$ cat src/rtl/mem_access_stage.sv
// mem_access_stage: registers EX results toward WB, runs load/store memory transactions, drives EX forwarding.
module mem_access_stage #(
  parameter int TIMEOUT_CYCLES = 255
) (
  input  logic        clk,
  input  logic        rst,
  input  logic        ex_valid_i,
  output logic        ex_ready_o,
  input  logic [6:0]  opcode_i,
  input  logic [2:0]  funct3_i,
  input  logic [4:0]  rd_addr_i,
  input  logic        wreg_i,
  input  logic [63:0] wdata_i,
  input  logic [63:0] store_data_i,
  input  logic [11:0] csr_waddr_i,
  input  logic        csr_wreg_i,
  input  logic [63:0] csr_wdata_i,
  output logic        dmem_req_o,
  output logic        dmem_we_o,
  output logic [63:0] dmem_addr_o,
  output logic [63:0] dmem_wdata_o,
  output logic [7:0]  dmem_wmask_o,
  input  logic        dmem_gnt_i,
  input  logic        dmem_rvalid_i,
  input  logic [63:0] dmem_rdata_i,
  output logic        wb_valid_o,
  output logic [4:0]  wb_rd_addr_o,
  output logic        wb_wreg_o,
  output logic [63:0] wb_wdata_o,
  output logic [11:0] wb_csr_waddr_o,
  output logic        wb_csr_wreg_o,
  output logic [63:0] wb_csr_wdata_o,
  output logic [4:0]  mem_back_rd_addr_o,
  output logic        mem_back_wreg_o,
  output logic [63:0] mem_back_wdata_o,
  output logic [11:0] mem_back_csr_waddr_o,
  output logic        mem_back_csr_wreg_o,
  output logic [63:0] mem_back_csr_wdata_o,
  output logic        stall_req_o,
  output logic        misalign_o,
  output logic        bus_err_o
);
  typedef enum logic [1:0] {IDLE, REQ, WAIT} state_t;
  localparam logic [6:0]  OP_LD = 7'b0000011;
  localparam logic [6:0]  OP_ST = 7'b0100011;
  localparam logic [31:0] TO = 32'(TIMEOUT_CYCLES);
  state_t state, state_nx;
  logic [31:0] cnt;
  logic        cap_load, cap_wreg, cap_csr_wreg;
  logic [2:0]  cap_f3;
  logic [4:0]  cap_rd;
  logic [11:0] cap_csr_waddr;
  logic [63:0] cap_wdata, cap_csr_wdata;
  logic        acc, is_ld, is_st, is_mem, misal, tmo, done_st, done_ld, abort, fin;
  logic [7:0]  sz_mask;
  logic [63:0] st_rep, lane, ld_data;
  always_comb begin
    acc     = ex_valid_i & ex_ready_o;
    is_ld   = opcode_i == OP_LD;
    is_st   = opcode_i == OP_ST;
    is_mem  = is_ld | is_st;
    misal   = |(wdata_i[2:0] & {funct3_i[1:0] == 2'd3, funct3_i[1], |funct3_i[1:0]});
    sz_mask = funct3_i[1:0] == 2'd0 ? 8'h01 : funct3_i[1:0] == 2'd1 ? 8'h03 :
              funct3_i[1:0] == 2'd2 ? 8'h0F : 8'hFF;
    st_rep  = funct3_i[1:0] == 2'd0 ? {8{store_data_i[7:0]}} :
              funct3_i[1:0] == 2'd1 ? {4{store_data_i[15:0]}} :
              funct3_i[1:0] == 2'd2 ? {2{store_data_i[31:0]}} : store_data_i;
    lane    = dmem_rdata_i >> {cap_wdata[2:0], 3'b000};
    // funct3[2] selects zero extension
    ld_data = cap_f3[1:0] == 2'd0 ? {{56{~cap_f3[2] & lane[7]}}, lane[7:0]} :
              cap_f3[1:0] == 2'd1 ? {{48{~cap_f3[2] & lane[15]}}, lane[15:0]} :
              cap_f3[1:0] == 2'd2 ? {{32{~cap_f3[2] & lane[31]}}, lane[31:0]} : lane;
    tmo     = TO != 32'd0 && cnt >= TO - 32'd1;
    done_st = state == REQ & dmem_gnt_i & ~cap_load;
    done_ld = state == WAIT & dmem_rvalid_i;
    // a grant or rvalid arriving on the last allowed cycle still wins over the timeout
    abort   = state != IDLE & tmo & ~(state == REQ & dmem_gnt_i) & ~done_ld;
    fin     = done_st | done_ld | abort;
    state_nx = state == IDLE ? ((acc & is_mem & ~misal) ? REQ : IDLE) :
               fin ? IDLE : (state == REQ & dmem_gnt_i) ? WAIT : state;
  end
  always_ff @(posedge clk or negedge rst) begin
    if (!rst) begin
      state <= IDLE;
      cnt <= '0;
      {cap_load, cap_wreg, cap_csr_wreg, cap_f3, cap_rd, cap_csr_waddr, cap_wdata, cap_csr_wdata} <= '0;
      {dmem_we_o, dmem_addr_o, dmem_wdata_o, dmem_wmask_o} <= '0;
      {wb_valid_o, wb_rd_addr_o, wb_wreg_o, wb_wdata_o} <= '0;
      {wb_csr_waddr_o, wb_csr_wreg_o, wb_csr_wdata_o} <= '0;
      {misalign_o, bus_err_o} <= '0;
    end else begin
      state <= state_nx;
      cnt <= state == IDLE ? 32'd0 : cnt + 32'd1;
      wb_valid_o <= 1'b0;
      misalign_o <= 1'b0;
      bus_err_o <= 1'b0;
      if (acc) begin
        cap_load <= is_ld;
        cap_wreg <= wreg_i & |rd_addr_i;
        cap_f3 <= funct3_i;
        cap_rd <= rd_addr_i;
        cap_wdata <= wdata_i;
        cap_csr_waddr <= csr_waddr_i;
        cap_csr_wreg <= csr_wreg_i;
        cap_csr_wdata <= csr_wdata_i;
        dmem_addr_o <= {wdata_i[63:3], 3'b000};
        dmem_we_o <= is_st;
        dmem_wdata_o <= st_rep;
        dmem_wmask_o <= is_st ? sz_mask << wdata_i[2:0] : 8'h00;
        if (!is_mem || misal) begin
          wb_valid_o <= 1'b1;
          wb_rd_addr_o <= rd_addr_i;
          wb_wreg_o <= wreg_i & |rd_addr_i & ~is_mem;
          wb_wdata_o <= wdata_i;
          wb_csr_waddr_o <= csr_waddr_i;
          wb_csr_wreg_o <= csr_wreg_i;
          wb_csr_wdata_o <= csr_wdata_i;
          misalign_o <= is_mem;
        end
      end
      if (fin) begin
        wb_valid_o <= 1'b1;
        wb_rd_addr_o <= cap_rd;
        wb_wreg_o <= done_ld & cap_wreg;
        wb_wdata_o <= done_ld ? ld_data : cap_wdata;
        wb_csr_waddr_o <= cap_csr_waddr;
        wb_csr_wreg_o <= cap_csr_wreg;
        wb_csr_wdata_o <= cap_csr_wdata;
        bus_err_o <= abort;
      end
    end
  end
  assign ex_ready_o           = state == IDLE;
  assign stall_req_o          = state != IDLE;
  assign dmem_req_o           = state == REQ;
  assign mem_back_rd_addr_o   = wb_rd_addr_o;
  assign mem_back_wreg_o      = wb_valid_o & wb_wreg_o;
  assign mem_back_wdata_o     = wb_wdata_o;
  assign mem_back_csr_waddr_o = wb_csr_waddr_o;
  assign mem_back_csr_wreg_o  = wb_valid_o & wb_csr_wreg_o;
  assign mem_back_csr_wdata_o = wb_csr_wdata_o;
endmodule

$ cat config.mk
export PLATFORM = sky130hd
export DESIGN_NAME = mem_access_stage
export DESIGN_NICKNAME = d
export VERILOG_FILES = /design/src/rtl/mem_access_stage.sv
export SDC_FILE = /design/constraint.sdc
export NUM_CORES = 1
export LEC_CHECK = 0
export BUFFER_PORTS_ARGS = -buffer_cell sky130_fd_sc_hd__buf_4
export CAP_MARGIN = 10
export CORE_AREA = 3 3 281 283
export CTS_CLUSTER_DIAMETER = 60
export DETAILED_ROUTE_END_ITERATION = 7
export DIE_AREA = 0 0 284 286
export PLACE_DENSITY_LB_ADDON = 0.05
export SETUP_SLACK_MARGIN = 0.05
export SYNTH_ARGS = -nofsm -noshare
export SYNTH_HDL_FRONTEND = slang
export SYNTH_SLANG_ARGS = --single-unit
export TNS_END_PERCENT = 100
$ cat constraint.sdc
create_clock -name clk -period 6 [get_ports clk]
set_input_delay 1.2 -clock clk [delete_from_list [all_inputs] [get_ports clk]]
set_output_delay 1.2 -clock clk [all_outputs]
set_load 0.005 [all_outputs]
==> results.toml, run 1 <==
[route]
num_vias = 19179
wirelength_mm = 92.7
drt-pass1-iter-count = 6
drc = 0
drt_iter0_markers = 1284
ant_nets = 0
routedWlPerCell_um = 23.8
viasPerCell = 4.93

[clock_network]
clockBufferDepth = 3
root_buffer = "clkbuf_16"
clkLatencyLatePin_ps = 610
postCtsSetupBuffers = 0
clk_pin_slew_ps = 60
numCtsBuffers = 54
cts_num_sinks = 408
cts_resized = 0
cts_hold_buf = 0
htree_levels = 2
cts_tree = "done"

[yosys]
synth_seq_area_share_pct = 46.4
avgSynthCellArea_um2 = 9.32
synth_cell_types = 63
ys_warn_count = 0
synth_top_family_by_area = "simple AND/OR/NAND/NOR gates"
netlist_instances = 2363
synth_edf_count = 0
synth_fa_ha_area_share_pct = 0.114
synthFlopType = "dfrtp_1"
synth_compound_area_share_pct = 14.4
syn_area_um2 = 22000
ys_ff_latch = 408
synth-xor-area-share_pct = 1.03
async_flop_share_pct = 100
netlist.area_leader.share_pct = 46.4
synthMuxAreaShare_pct = 10.1
yosys.area.top_type = "dfrtp_1"
synthSimpleGateAreaFrac_pct = 16.6
synth_top_cells_by_area = "dfrtp_1 (46%), nand2_1 (10%), mux2i_1 (7.9%)"

[critical_path]
critPathSlowestCell = "buf_12"
cp_cell_sequence = "or2_1 > clkinv_1 > buf_4 > nand2_4 > a21oi_4 > buf_12 > nand2_1 > o221ai_1"
worst_setup_path_end_kind = "flop"
crit_arrival_ps = 4010
path_max_fanout = 147
crit_path_max_incr_delay_ps = 640
critPathKind = "reg -> reg"
required_ps = 6500
start_kind = "flop"
cp_top_family = "simple AND/OR/NAND/NOR gates"
path_depth = 8
r2r_cells = 8
worst-path-buf-inv = 3

[power]
p_per_area_nw_per_um2 = 344
ir_drop_mv = 0.204
p_leak_nw = 13.8
finalPower_mw = 9.84

[place]
dp_cells = 3776
dp_slack_ps = 2070
placed_area_um2 = 26800
dp_hpwl_mm = 65.4
io_buffers = 723
gp_congestion = 0.863

[sta]
slew_violations = 0
post-route-min-period_ps = 3500
finalSetupTns_ps = 0
finalSetupViolCount = 0
skew_ps = 18.1
tightestPinTransition_ps = 1170
timing.final.crit_share_pct = 58.4
final.setup.worst_slack_ps = 2500
final_hold_viol_count = 0
hold_slack_ps = 467
slew_headroom_pct = 22.0
max_freq_mhz = 285
rsz0062_at_grt = "false"

[floorplanning]
num_rows = 102
fp.dieH_um = 286
die-area_um2 = 81200
die_x_um = 284
coreArea_um2 = 77000
io_pins = 727
initial_core_util_pct = 28.6

[run]
max-cap-violations = 0

[worst_hold_path]
min_path_type = "reg -> reg"
hold_depth = 2

[cells_and_area]
nets = 3084
final_util_pct = 37.2
final_cell_mix = "buf_4 (744), nand2_1 (592), dfrtp_1 (406), mux2i_1 (174), o21ai_0 (118)"
finalInstanceArea_um2 = 28600
drive_above_1_share_pct = 31.1
final_cell_count_no_fill = 3889
syn2layout_area_growth_pct = 30.0
final_common_cell = "buf_4"

[global_route]
grt_pass1_wl_mm = 135
grt.overflow.total = 0
met3_usage_pct = 4.71
grt_start_max_net_pins = 148
grt_usage_pct = 21.9
gr-usage-met1_pct = 28.2
grt-busiest-layer = "met2"
antenna_found_initial = 19
grt_pass1_vias = 19325
use_met2_pct = 36.4

[status]
outcome = "finished clean"
-- state kept, by name (all words and copies together), names as in the netlist --
name	count
cap_csr_wdata	64
cap_f3	3
cap_load	1
mem_back_csr_wdata_o	64
wb_valid_o	1
mem_back_rd_addr_o	5
cap_csr_waddr	12
mem_back_wdata_o	64
dmem_wdata_o	64
cap_wdata	64
cap_wreg	1
dmem_we_o	1
dmem_wmask_o	8
misalign_o	1
cap_csr_wreg	1
state	2
mem_back_csr_waddr_o	12
cap_rd	5
wb_csr_wreg_o	1
wb_wreg_o	1
cnt	32
bus_err_o	1
-- Yosys cell counts, types with 17 or more instances --
master,n
o221ai_1,38
inv_1,48
a221o_1,60
a21oi_1,20
clkbuf_1,126
buf_4,216
nand2b_1,17
buf_2,26
and2_1,62
nor2_1,75
nand2_1,593
mux2i_1,174
xnor2_1,21
dfrtp_1,408
a211oi_1,42
o22ai_1,77
a2111oi_0,20
nor2b_1,25
o21ai_0,119
nor4_1,18
-- where the power goes --
group / leakage [nW] / switching [mW] / internal (mW)
Clock: 0.864 / 1.32 / 1.93
Combinational: 7.90 / 1.41 / 1.42
Sequential: 5.02 / 0.506 / 3.24
-- kinds of logic (layout without fill, tap and decap cells) --
family | count (synthesis) | in the layout
muxes | 201 | 201
adders and majority gates | 2 | 2
and+or+nand+nor | 850 | 850
AOI/OAI and AO/OA | 444 | 444
buffers and inverters | 431 | 900
other | 1 | 18
xor gates and xnor gates | 26 | 26
DFF | 408 | 408
-- cell type report --
type | instances | area (um^2)
Multi-Input combinational cell | 1526 | 9380
Clock buffer | 82 | 1610
Inverter | 52 | 195
Sequential cell | 408 | 10200
Antenna cell | 15 | 37.5
Timing Repair Buffer | 750 | 5700
Tap cell | 1040 | 1300
Fill cell | 7821 | 48300
Clock inverter | 16 | 186
-- worst paths after layout --
kind / start / endpoint / slack, ps
min in group asynchronous: rst / mem_back_csr_waddr_o[3] / 640
max in group asynchronous: rst / cap_csr_wdata[61] / 4140
hold reg to reg: cap_csr_waddr[5] / cap_csr_waddr[5] / 470
hold / removal: cap_csr_waddr[5] / cap_csr_waddr[5] / 470
setup / recovery: state[0] / mem_back_wdata_o[63] / 2500
setup reg to reg: state[0] / mem_back_wdata_o[63] / 2500
-- tightest hold or removal path, stage by stage, from the launching register on --
cell and delay [ps]:
dfrtp_1 330, nand2_1 50, nand2_1 50
-- routing by layer --
metal,vias up,share of wire [%]
met5,-,0.060
met2,658,49
met3,124,6.2
met1,9523,42
met4,8,2.7
li1,8866,-
No activity file was read; power rests on OpenSTA's default activity.
==> run 2: changes to the inputs <==
--- a/config.mk
+++ b/config.mk
@@ -5,6 +5,7 @@
 export SDC_FILE = /design/constraint.sdc
 export NUM_CORES = 1
 export LEC_CHECK = 0
+export ABC_AREA = 1
 export BUFFER_PORTS_ARGS = -buffer_cell sky130_fd_sc_hd__buf_4
 export CAP_MARGIN = 10
 export CORE_AREA = 3 3 281 283
==> constraint.sdc (replaced) <==
create_clock -name clk -period 2.9 [get_ports clk]
set_input_delay 0.58 -clock clk [delete_from_list [all_inputs] [get_ports clk]]
set_output_delay 0.58 -clock clk [all_outputs]
set_load 0.005 [all_outputs]
==> results.toml, run 2 <==
[status]
outcome = "finished clean"

[floorplanning]
die_x_um = 284
io_pins = 727
num_rows = 102
fp.dieH_um = 286
die-area_um2 = 81200
coreArea_um2 = 77000
initial_core_util_pct = 29.0

[global_route]
grt_pass1_wl_mm = 146
antenna_found_initial = 14
grt_usage_pct = 23.9
grt_start_max_net_pins = 114
grt.overflow.total = 0
grt_pass1_vias = 21733

[cells_and_area]
n_fill_cell = 8199
final_common_cell = "nand2_1"
syn2layout_area_growth_pct = 31.6
finalInstanceArea_um2 = 29400
drive_above_1_share_pct = 25.8
final_cell_mix = "nand2_1 (1,341), buf_4 (774), dfrtp_1 (406), nor2_1 (237), nand3_1 (237)"
nets = 3865
final_cell_count_no_fill = 4664

[clock_network]
root_buffer = "clkbuf_16"
clockBufferDepth = 3
htree_levels = 2
cts_num_sinks = 408
clkLatencyLatePin_ps = 620
cts_tree = "done"
numCtsBuffers = 55
clk_pin_slew_ps = 60

[place]
gp_congestion = 0.874
dp_hpwl_mm = 75.0
io_buffers = 723
placed_area_um2 = 27500
dp_cells = 4555

[yosys]
ys_ff_latch = 408
avgSynthCellArea_um2 = 7.20
synth_cell_types = 41
ys_warn_count = 0
synth_edf_count = 0
syn_area_um2 = 22400
synth_seq_area_share_pct = 45.7
netlist_instances = 3104
synth_top_cells_by_area = "dfrtp_1 (46%), nand2_1 (23%), buf_4 (7.3%)"
async_flop_share_pct = 100
synthTopCellsByCount = "nand2_1 (1,342), dfrtp_1 (408), nor2_1 (240)"
yosys.area.top_type = "dfrtp_1"
synthFlopType = "dfrtp_1"
synth.most_common_cell = "nand2_1"
netlist.area_leader.share_pct = 45.7

[route]
drt_iter0_markers = 1062
ant_nets = 0
routedWlPerCell_um = 21.6
wirelength_mm = 101
num_vias = 22024
viasPerCell = 4.72
drc = 0
drt-pass1-iter-count = 7

[run]
max-cap-violations = 0

[worst_hold_path]
min_path_type = "in -> reg"

[power]
p_leak_nw = 15.1
p_per_area_nw_per_um2 = 570
finalPower_mw = 16.7
ir_drop_mv = 0.403

[sta]
slew_headroom_pct = 43.7
max_freq_mhz = 396
finalSetupViolCount = 0
slew_violations = 0
timing.final.crit_share_pct = 87.2
rsz0062_at_grt = "false"
post-route-min-period_ps = 2530
tightestPinTransition_ps = 845
finalSetupTns_ps = 0
final_hold_viol_count = 0
skew_ps = 24.8

[critical_path]
worst_setup_path_end_kind = "flop"
required_ps = 3400
start_kind = "flop"
crit_arrival_ps = 3030
critPathKind = "reg -> reg"
path_max_fanout = 75
-- run 2: cell types whose count changed in the layout (fill, tap and decap cells not counted), sizes merged, moves of 38 or more --
cell    delta
nand4     +44
o221ai    -38
buf       +40
o22ai     -76
a21oi     +62
nand2    +753
and2      -61
nor2     +166
a221o     -60
nand3    +224
a211oi    -42
inv       +78
mux2i    -173
-- run 2: worst paths after layout --
kind | start | to | slack (ps) | depth (start not counted)
setup / recovery | cap_wdata[1] | mem_back_wdata_o[22] | 370 | 7
hold / removal | csr_wdata_i[13] | cap_csr_wdata[13] | 160 | 3
setup reg to reg | cap_wdata[1] | mem_back_wdata_o[22] | 370 | 7
hold reg to reg | cap_csr_wdata[52] | cap_csr_wdata[52] | 480 | 2
max in group asynchronous | rst | cnt[1] | 1370 | 4
min in group asynchronous | rst | cap_wdata[44] | 480 | 2
-- run 2: cell type report --
class	count	area (um^2)	share of cell area, %
Antenna cell	6	15.0	0.0511
Clock buffer	81	1560	5.32
Clock inverter	21	294	1.00
Inverter	124	473	1.61
Multi-Input combinational cell	2193	9410	32.0
Sequential cell	408	10200	34.7
Tap cell	1040	1300	4.42
Timing Repair Buffer	791	6140	20.9
-- run 2: stage by stage --
stage / worst slack [ps] / util, % / hold slack [ps]
floorplan: 1090 / - / 284
global placement: 333 / 35.8 / 461
detailed placement: 329 / 35.8 / 465
CTS: 338 / 38.2 / 105
global route: 279 / 38.2 / 126
finish: 372 / 38.2 / 159
-- run 2: worst max-delay path, cell delays in order (launching register included) --
cell and delay (ps):
dfrtp_2 540, inv_2 190, buf_4 630, a21oi_1 90, o31ai_1 550, nand2_1 210
nand2_1 120, nand2_1 50
-- run 2: what timing repair did --
item                      CTS  global route
setup buffers               0             0
hold buffers                1             0
hold endpoints to repair   29             0
gates resized for setup     0             0
-- run 2: where the power goes --
| part | total [mW] | switching (mW) | leakage, nW | internal (mW) |
|---|---|---|---|---|
| Combinational | 3.11 | 1.66 | 9.17 | 1.46 |
| Sequential | 6.66 | 0.473 | 4.99 | 6.19 |
| Clock | 6.98 | 2.78 | 0.902 | 4.20 |
-- run 2: cells by family after synthesis --
logic type / after synthesis / synth area share [%]
mux: 1 / 0.0448
flops: 408 / 45.7
compound gates: 238 / 6.13
buf+inv: 505 / 12.5
other cells: 1 / 0.0168
simple gates: 1939 / 35.1
fa+ha+maj: 2 / 0.112
xor+xnor: 10 / 0.392
-- run 2: layer usage --
metal	up-vias	wire [um]	track usage [%]
li1	10545	-	-
met3	142	7260	6.11
met5	-	106	0
met1	10612	40700	29.0
met2	709	50200	41.7
met4	16	2680	6.97
==> run 3: changes to the inputs <==
--- a/config.mk
+++ b/config.mk
@@ -8,12 +8,13 @@
 export ABC_AREA = 1
 export BUFFER_PORTS_ARGS = -buffer_cell sky130_fd_sc_hd__buf_4
 export CAP_MARGIN = 10
-export CORE_AREA = 3 3 281 283
+export CORE_AREA = 3 3 283 285
 export CTS_CLUSTER_DIAMETER = 60
 export DETAILED_ROUTE_END_ITERATION = 7
-export DIE_AREA = 0 0 284 286
+export DIE_AREA = 0 0 286 288
 export PLACE_DENSITY_LB_ADDON = 0.05
 export SETUP_SLACK_MARGIN = 0.05
+export SLEW_MARGIN = 30
 export SYNTH_ARGS = -nofsm -noshare
 export SYNTH_HDL_FRONTEND = slang
 export SYNTH_SLANG_ARGS = --single-unit
==> constraint.sdc (replaced) <==
create_clock -name clk -period 3.2 [get_ports clk]
set_input_delay 0.64 -clock clk [delete_from_list [all_inputs] [get_ports clk]]
set_output_delay 0.64 -clock clk [all_outputs]
set_load 0.005 [all_outputs]
==> results.toml, run 3 (synthesized netlist as in run 2, its figures left out) <==
[global_route]
grt_start_max_net_pins = 98
grt_pass1_wl_mm = 146
grt_usage_pct = 23.3
antenna_found_initial = 12
grt_pass1_vias = 21970
grt.overflow.total = 0

[critical_path]
start_kind = "flop"
required_ps = 3690
worst_setup_path_end_kind = "flop"
rr_endpoint = "mem_back_wdata_o[43]"
crit_arrival_ps = 3060
critPathKind = "reg -> reg"
rrSetupSlack_ps = 630
r2r_cells = 8
path_max_fanout = 47
r2r_start = "state[0]"

[floorplanning]
die_x_um = 286
io_pins = 727
fp.dieH_um = 288
die-area_um2 = 82400
num_rows = 102
coreArea_um2 = 77600
initial_core_util_pct = 28.8

[cells_and_area]
nets = 3849
drive_above_1_share_pct = 25.5
final_common_cell = "nand2_1"
final_cell_mix = "nand2_1 (1,341), buf_4 (761), dfrtp_1 (406), nor2_1 (237), nand3_1 (237)"
final_util_pct = 37.7
syn2layout_area_growth_pct = 30.7

[power]
ir_drop_mv = 0.359
finalPower_mw = 15.0
p_per_area_nw_per_um2 = 513
p_leak_nw = 15.0

[route]
drt-pass1-iter-count = 5
ant_nets = 0
num_vias = 21968
routedWlPerCell_um = 21.4
drt_iter0_markers = 1310
wirelength_mm = 99.7
drc = 0
viasPerCell = 4.73

[sta]
finalSetupViolCount = 0
skew_ps = 16.9
max_freq_mhz = 390
finalSetupTns_ps = 0
post-route-min-period_ps = 2570
rsz0062_at_grt = "false"
tightestPinTransition_ps = 856
final_hold_viol_count = 0
slew_violations = 0
final.setup.worst_slack_ps = 635
slew_headroom_pct = 42.9
hold_slack_ps = 23.0
timing.final.crit_share_pct = 80.2

[clock_network]
postCtsSetupBuffers = 0
clk_pin_slew_ps = 60
clockBufferDepth = 3
cts_hold_buf = 0
htree_levels = 2
cts_tree = "done"
cts_num_sinks = 408
numCtsBuffers = 54
root_buffer = "clkbuf_16"
clkLatencyLatePin_ps = 610
cts_resized = 0

[place]
io_buffers = 723
dp_slack_ps = 385
gp_congestion = 0.869
dp_hpwl_mm = 73.6

[run]
max-cap-violations = 0

[worst_hold_path]
min_path_type = "in -> async"

[status]
outcome = "finished clean"
run 3: changes by cell type in the layout (fill, tap and decap cells not counted), moves of 3 or more:
cell and change:
buf_4 -13, inv_6 -4, clkbuf_8 -3, clkinv_2 +3
clkinv_4 +3
run 3: final cells by class:
cell class              instances  area (um^2)
multi-input cells            2193         9410
well taps                    1040         1300
fillers                      8249        48400
diodes                          7         17.5
clock inverters                23          309
repair buffers                776         6010
inverters                     124          473
flip-flops and latches        408        10200
clock buffers                  76         1490
run 3: report_power, final:
part           switching (mW)  internal, mW  total, mW
clock                    2.49          3.67       6.17
sequential              0.434          5.61       6.04
combinational            1.48          1.31       2.78
total                    4.41          10.6       15.0
run 3: how the worst max path moves through the flow:
stage	startpoint	end	slack [ps]	cells after the start
after global placement	opcode_i[3]	mem_back_wdata_o[54]	370	9
final	state[0]	mem_back_wdata_o[43]	630	8
after floorplan	funct3_i[0]	mem_back_wdata_o[7]	1330	11
after global routing	cap_wdata[0]	mem_back_wdata_o[21]	370	12
after detailed placement	opcode_i[3]	mem_back_wdata_o[18]	380	9
after CTS	cap_wdata[0]	mem_back_wdata_o[21]	540	12
run 3: worst max-delay path, stage by stage, from the launching register on:
cell and delay (ps):
dfrtp_1 420, nor2_1 380, nand2_4 360, inv_8 360, o21ai_4 170, buf_12 200
or2_2 320, nand3_1 80, nand2_1 60
run 3: per-layer routing:
layer,wire (um),global-route usage [%]
met5,74,0
met4,2030,5.45
met3,6140,4.98
met2,50400,41.2
met1,41000,29.1
run 3: through the flow:
| step | cell area, um^2 | std cells |
|---|---|---|
| final | 29200 | 4647 |
| after global routing | 29200 | 4643 |
| after CTS | 29200 | 4640 |
| after detailed placement | 27400 | 4541 |
| after global placement | 27400 | 4541 |
| after floorplan | 22400 | 3106 |
